--- src/rtl/multicycle_controller.sv ---
// multicycle_controller: FSM sequencer, NZCV flag register and condition check for the multicycle ARM datapath
module multicycle_controller (
  input  logic         clk,
  input  logic         reset,
  input  logic [31:12] Instr,
  input  logic [3:0]   ALUFlags,
  input  logic         MemReady,
  output logic         PCWrite,
  output logic         AdrSrc,
  output logic         MemWrite,
  output logic         IRWrite,
  output logic [1:0]   ResultSrc,
  output logic         ALUSrcA,
  output logic [1:0]   ALUSrcB,
  output logic [1:0]   ALUControl,
  output logic [1:0]   ImmSrc,
  output logic [1:0]   RegSrc,
  output logic         RegWrite,
  output logic         InstrDone
);
  typedef enum logic [3:0] {
    FETCH, DECODE, MEMADR, MEMREAD, MEMWRITE, MEMWB, EXECUTER, EXECUTEI, ALUWB, BRANCH
  } state_t;
  state_t state_q, state_d;
  logic [3:0] flags_q, flags_d;
  logic [1:0] op, dp_alu;
  logic [3:0] cmd, cond;
  logic i_bit, s_bit, rd15, no_write, cond_base, cond_ex;
  logic pcw, irw, mw, rw, done;
  logic unused_rn;
  assign op        = Instr[27:26];
  assign i_bit     = Instr[25];
  assign cmd       = Instr[24:21];
  assign s_bit     = Instr[20];
  assign cond      = Instr[31:28];
  assign rd15      = Instr[15:12] == 4'hf;
  assign unused_rn = ^Instr[19:16];
  assign ImmSrc    = op;
  assign RegSrc    = {op == 2'b01, op == 2'b10};
  assign dp_alu    = (cmd == 4'b0010 || cmd == 4'b1010) ? 2'b01 :
                     (cmd == 4'b0000) ? 2'b10 :
                     (cmd == 4'b1100) ? 2'b11 : 2'b00;
  assign no_write  = cmd == 4'b1010;
  // odd condition codes are the negation of the preceding even code
  always_comb begin
    cond_base = 1'b1;
    case (cond[3:1])
      3'b000:  cond_base = flags_q[2];
      3'b001:  cond_base = flags_q[1];
      3'b010:  cond_base = flags_q[3];
      3'b011:  cond_base = flags_q[0];
      3'b100:  cond_base = flags_q[1] & ~flags_q[2];
      3'b101:  cond_base = flags_q[3] == flags_q[0];
      3'b110:  cond_base = ~flags_q[2] & (flags_q[3] == flags_q[0]);
      default: cond_base = 1'b1;
    endcase
    cond_ex = (cond == 4'hf) ? 1'b0 : cond_base ^ cond[0];
  end
  always_comb begin
    state_d    = state_q;
    flags_d    = flags_q;
    pcw        = 1'b0;
    irw        = 1'b0;
    mw         = 1'b0;
    rw         = 1'b0;
    done       = 1'b0;
    AdrSrc     = 1'b0;
    ResultSrc  = 2'b00;
    ALUSrcA    = 1'b0;
    ALUSrcB    = 2'b00;
    ALUControl = 2'b00;
    case (state_q)
      FETCH: begin
        irw       = MemReady;
        pcw       = MemReady;
        ALUSrcA   = 1'b1;
        ALUSrcB   = 2'b10;
        ResultSrc = 2'b10;
        state_d   = MemReady ? DECODE : FETCH;
      end
      DECODE: begin
        ALUSrcA   = 1'b1;
        ALUSrcB   = 2'b10;
        ResultSrc = 2'b10;
        done      = ~cond_ex | (op == 2'b11);
        state_d   = done ? FETCH : (op == 2'b01) ? MEMADR : (op == 2'b10) ? BRANCH :
                    i_bit ? EXECUTEI : EXECUTER;
      end
      EXECUTER, EXECUTEI: begin
        ALUSrcB    = (state_q == EXECUTEI) ? 2'b01 : 2'b00;
        ALUControl = dp_alu;
        flags_d[3:2] = s_bit ? ALUFlags[3:2] : flags_q[3:2];
        flags_d[1:0] = (s_bit && !dp_alu[1]) ? ALUFlags[1:0] : flags_q[1:0];
        state_d    = ALUWB;
      end
      ALUWB: begin
        rw      = ~no_write;
        pcw     = ~no_write & rd15;
        done    = 1'b1;
        state_d = FETCH;
      end
      MEMADR: begin
        ALUSrcB = 2'b01;
        state_d = Instr[20] ? MEMREAD : MEMWRITE;
      end
      MEMREAD: begin
        AdrSrc  = 1'b1;
        state_d = MemReady ? MEMWB : MEMREAD;
      end
      MEMWRITE: begin
        AdrSrc  = 1'b1;
        mw      = 1'b1;
        done    = MemReady;
        state_d = MemReady ? FETCH : MEMWRITE;
      end
      MEMWB: begin
        ResultSrc = 2'b01;
        rw        = 1'b1;
        pcw       = rd15;
        done      = 1'b1;
        state_d   = FETCH;
      end
      BRANCH: begin
        ALUSrcB   = 2'b01;
        ResultSrc = 2'b10;
        pcw       = 1'b1;
        done      = 1'b1;
        state_d   = FETCH;
      end
      default: state_d = FETCH;
    endcase
  end
  // reset suppresses every architectural write in the cycle it is asserted
  assign PCWrite   = pcw & ~reset;
  assign IRWrite   = irw & ~reset;
  assign MemWrite  = mw & ~reset;
  assign RegWrite  = rw & ~reset;
  assign InstrDone = done & ~reset;
  always_ff @(posedge clk) begin
    if (reset) begin
      state_q <= FETCH;
      flags_q <= 4'b0000;
    end else begin
      state_q <= state_d;
      flags_q <= flags_d;
    end
  end
endmodule

--- config.mk ---
export PLATFORM = sky130hd
export DESIGN_NAME = multicycle_controller
export DESIGN_NICKNAME = d
export VERILOG_FILES = /design/src/rtl/multicycle_controller.sv
export SDC_FILE = /design/constraint.sdc
export NUM_CORES = 1
export LEC_CHECK = 0
export ABC_AREA = 1
export ABC_CLOCK_PERIOD_IN_PS = 1900
export CAP_MARGIN = 25
export CORE_ASPECT_RATIO = 0.8
export CORE_MARGIN = 4
export CORE_UTILIZATION = 39
export DETAILED_ROUTE_END_ITERATION = 12
export PLACE_DENSITY = 0.8
export SETUP_SLACK_MARGIN = 0.2
export SLEW_MARGIN = 20
export SYNTH_ARGS = -nofsm -noshare
export SYNTH_HDL_FRONTEND = slang
export SYNTH_SLANG_ARGS = --single-unit
--- constraint.sdc ---
create_clock -name clk -period 1.9 [get_ports clk]
set_clock_uncertainty 0.2 [all_clocks]
set_input_delay 0.38 -clock clk [delete_from_list [all_inputs] [get_ports clk]]
set_output_delay 0.38 -clock clk [all_outputs]
set_load 0.01 [all_outputs]
After elaboration in Yosys (flattened, before gate mapping). Cells that the tools add are included.

Bitwise logic cells: 14. Reduce and logical (&&, ||, !) cells: 14. Multiplexer cells: 25. Equal/unequal tests: 24.

Operators by type and width (number): equality test 4 bit (second input constant) (6); case mux 4 bit (6 select lines) (1); equality test 4 x 3 -> 1 bit (second input constant) (4); equality test 4 x 2 -> 1 bit (second input constant) (3); 2-to-1 mux 4 bit (3); equality test 3 bit (second input constant) (3); 2-to-1 mux 3 bit (3); bitwise AND 1 bit (8); logical NOT 4 bit (2); 2-to-1 mux 1 bit (8); 2-to-1 mux 2 bit (4); OR reduction 2 bit (4); case mux 1 bit (7 select lines) (1); equality test 3 x 2 -> 1 bit (second input constant) (2); case mux 2 bit (3 select lines) (1); OR reduction 3 bit (2); equality test 2 bit (second input constant) (2); equality test 4 x 1 -> 1 bit (second input constant) (1); NOT 1 bit (4); case mux 1 bit (4 select lines) (1); case mux 2 bit (2 select lines) (1); AND reduction 2 bit (2); equality test 3 x 1 -> 1 bit (second input constant) (1); logical NOT 3 bit (1); other kinds (9) (9).

Output and inout port bits: 17. Bits of input ports: 27. Bits in registers: 8.

Logic depth before layout (Yosys ltp).
Depth after elaboration: 9. Mapped depth: 11.

Worst setup path before layout. Ideal clock, no wire load.

Kind: reg-to-output. Start point: reg state_q[0]. End point: out PCWrite. Path slack: 136 ps. Stages on the path, launching flop included: 8. Buffers on the path: 0. Arrival: 1184 ps. Cell sequence: dfxtp_1 -> inv_2 -> nor2_2 -> inv_2 -> nor2_4 -> a21oi_1 -> or2_1 -> a31oi_1.

Longest elaborated chain between the ends: 3. Elaborated cells on any way between the ends: 6. Those cells by class: eq/ne (3); mux (1); bitwise (1); reduce/logical (1).

RTL lines: start: declaration (RTL line 24) `state_t state_q, state_d;`; start signal: assignment (RTL line 144) `state_q <= state_d;`; equality test 4 bit, or another cell as far along (RTL line 72) `case (state_q)`; case mux 1 bit (4 select lines) (*) (RTL line 72); bitwise AND 1 bit (*) (RTL line 134) `assign PCWrite = pcw & ~reset;`; end: declaration (RTL line 8) `output logic PCWrite,`.

Every way passes the cells marked *; elsewhere a longest branch is shown, timed or not.

Final worst setup path.
Start point: in Instr[31] in the netlist's numbering. End point: out InstrDone.

Longest elaborated chain between the ends: 8. Elaborated cells on any way between the ends: 15. Those cells by class: eq/ne (7); mux (3); bitwise (4); reduce/logical (1).

RTL lines: start: declaration (RTL line 5) `input logic [31:12] Instr,`; equality test 3 bit, or another cell as far along (RTL line 47) `case (cond[3:1])`; case mux 1 bit (7 select lines) (RTL line 47); bitwise XOR 1 bit (RTL line 57) `cond_ex = (cond == 4'hf) ? 1'b0 : cond_base ^ cond[0];`; 2-to-1 mux 1 bit (*) (RTL line 57); NOT 1 bit (*) (RTL line 85) `done = ~cond_ex | (op == 2'b11);`; OR 1 bit (*) (RTL line 85); case mux 1 bit (3 select lines) (*) (RTL line 72); bitwise AND 1 bit (*) (RTL line 138) `assign InstrDone = done & ~reset;`; end: declaration (RTL line 19) `output logic InstrDone`.

Marked as above.

==> results.sh <==
export IMPL_routed_wl_mm=5.830
export IMPL_clock_root_buffer="clkbuf_4"
export IMPL_grt_total_usage_pct=25.85
export IMPL_hold_start="flags_q[1]"
export IMPL_crit_type="in -> out"
export IMPL_slew_headroom_pct=83.56
export IMPL_r2r_end="flags_q[0]"
export IMPL_core_um2=1962
export IMPL_peakVddDrop_v=0.0003780
export IMPL_die_width_um=59.76
export IMPL_place_gp_congestion=0.8363
export IMPL_rrSetupSlack_ps=0
export IMPL_syn_area_um2=835.8
export IMPL_grt_setup_unrepaired="true"
export IMPL_chipHeight_um=49.41
export IMPL_cts_tree="yes"
export IMPL_power_leakage_uw=0.0008796
export IMPL_yosysUniqueCellTypes=26
export IMPL_synth_edf_count=0
export IMPL_critPathLaunch="Instr[31]"
export IMPL_cp_max_fo=3
export IMPL_rr_worst_depth=11
export IMPL_multiInputGateArea_um2=754.5
export IMPL_cap_violations=0
export IMPL_grt_overflow_total=0
export IMPL_required_ps=1320
export IMPL_worstSkewPairLatency_ps=270
export IMPL_n_antenna_cell=0
export IMPL_start_util_pct=42.60
export IMPL_fin_util_pct=97.26
export IMPL_cts_buffer_depth=2
export IMPL_vias=1551
export IMPL_setup_viol=12
export IMPL_placed_area_um2=1499
export IMPL_clk_pin_slew_ps=60
export IMPL_grtUsageMet2_pct=44.06
export IMPL_postSynthCellCount=138
export IMPL_synth_area_per_cell_um2=6.057
export IMPL_fillers=33
export IMPL_final_hold_violation_count=0
export IMPL_grt_pass1_vias=1256
export IMPL_ant_nets=0
export IMPL_antenna_found_initial=0
export IMPL_grt_util_met3_pct=4.762
export IMPL_numCtsBuffers=3
export IMPL_power_total_uw=707.2
export IMPL_drive_gt1_share_pct=63.79
export IMPL_min_period_ps=2295
export IMPL_fin_ws_ps=-394.7
export IMPL_dieArea_um2=2952
export IMPL_grt_max_degree=7
export IMPL_synth_yosys_seq_area_share_pct=19.16
export IMPL_vias_per_cell=6.059
export IMPL_clkSinkCount=8
export IMPL_drt_pass1_iterations=5
export IMPL_layout_common_cells="buf_4 (37), buf_6 (22), nand2_1 (15)"
export IMPL_hold_end="flags_q[1]"
export IMPL_use_met1_pct=31.97
export IMPL_postCtsHoldBufs=0
export IMPL_endpoint_kind="output pin"
export IMPL_dp_hpwl_mm=2.343
export IMPL_seqCellArea_um2=177.7
export IMPL_arrival_ps=1710
export IMPL_violations="negative setup slack"
export IMPL_ys_ff_latch=8
export IMPL_synthArstFlopShare_pct=0
export IMPL_dr_first_iter_drc_count=145
export IMPL_synth_ff_type="dfxtp_1"
export IMPL_holdWs_ps=328.4
export IMPL_rows=14
export IMPL_r2r_start="state_q[2]"
export IMPL_busiest_layer="met2"
export IMPL_syn_num_nets=169
export IMPL_netlist_area_leader_share_pct=19.16
export IMPL_critical_path_startpoint_type="input pin"
export IMPL_power_density_nw_per_um2=370.6
export IMPL_grt_pass1_wl_mm=5.837
export IMPL_clock_fmax_mhz=435.8
export IMPL_h_tree_depth=1
export IMPL_final_common_cell="buf_4"
export IMPL_status="complete, but fails checks"
export IMPL_finalMaxSlewViolations=0
export IMPL_preCtsSetupSlack_ps=-970.2
export IMPL_yosysWarningCount=0
export IMPL_pin_count=44
export IMPL_fin_area_um2=1908
export IMPL_synthTopCellsByArea="dfxtp_1 (19%), inv_1 (10%), nor2_1 (10%), nand2_1 (9.4%), ha_1 (6.0%)"
export IMPL_worstMarginPinSlew_ps=246.5
export IMPL_hold_depth=2
export IMPL_area_growth_pct=128.3
export IMPL_hp_class="reg -> reg"
export IMPL_fin_crit_sh_pct=120.8
export IMPL_drcViolationCount=0
export IMPL_io_buffers=39
export IMPL_nNetsFinal=265
export IMPL_wl_per_cell_um=22.77
export IMPL_yosys_area_top_type="dfxtp_1"
-- logic make-up (layout without fill, tap and decap cells) --
kind of cell    Yosys count  after routing  share of synthesized area [%]
simple gates             73             73                          44.16
buf+inv                  33            127                          15.72
compound gates           20             20                          14.97
flops                     8              8                          19.16
fa+ha+maj                 4              4                          5.988
-- stage by stage --
| stage | TNS (ps) | std cells |
|---|---|---|
| after floorplan | 0 | 138 |
| after global placement | -5848 | 231 |
| after detailed placement | -6706 | 231 |
| after CTS | -264.2 | 246 |
| after global routing | -2056 | 256 |
| final | -1525 | 256 |
-- where the power goes --
part / switching [uW] / internal, uW
Combinational: 199 / 182
Sequential: 9.81 / 170
Clock: 73.3 / 73.1
-- how the worst max path moves through the flow --
stage,slack (ps),end,depth (start not counted)
floorplan,170,PCWrite,7
global placement,-900,InstrDone,12
detailed placement,-970,InstrDone,12
CTS,-150,InstrDone,12
global route,-450,InstrDone,11
finish,-390,InstrDone,11
-- critical path: stages --
cell	delay, ps
clkdlybuf4s15_1	230
nor2_1	150
nand2_1	70
nor2_1	130
nor2_2	60
nand2_2	90
nand3_4	90
nand3_2	110
nand2_2	70
a21oi_2	160
buf_2	160
-- area by class of cell --
type | count | area share (%)
timing repair buffer | 94 | 41.84
multi-input combinational | 97 | 39.54
sequential | 8 | 9.311
inverter | 30 | 6.557
tap | 24 | 1.574
clock buffer | 3 | 1.180
-- Yosys cell counts, types with 2 or more instances --
cell      count
nor2_1       23
nor2_4        3
a221oi_1      2
nor2_2        3
ha_1          4
nand3_1       7
nand3_2       2
inv_2         6
inv_1        23
nand2_2       3
buf_4         2
a211oi_1      2
o21ai_0       5
nand4_1       7
nand2_1      21
a21oi_1       8
dfxtp_1       8
-- sequential cells by signal (all words and copies together), names as in the netlist --
register and count:
flags_q 4, state_q 4
-- what timing repair did --
action	in CTS	in global routing
pin swaps	24	24
buffers inserted	12	10
setup endpoints to repair	24	23
resized for setup	132	48
-- layer usage --
| metal | up-vias | share of wire, % |
|---|---|---|
| li1 | 629 | - |
| met1 | 703 | 36 |
| met2 | 163 | 44 |
| met3 | 56 | 12 |
| met4 | 0 | 8.6 |
| met5 | - | 0 |
Power figures use the tool's default switching activity.
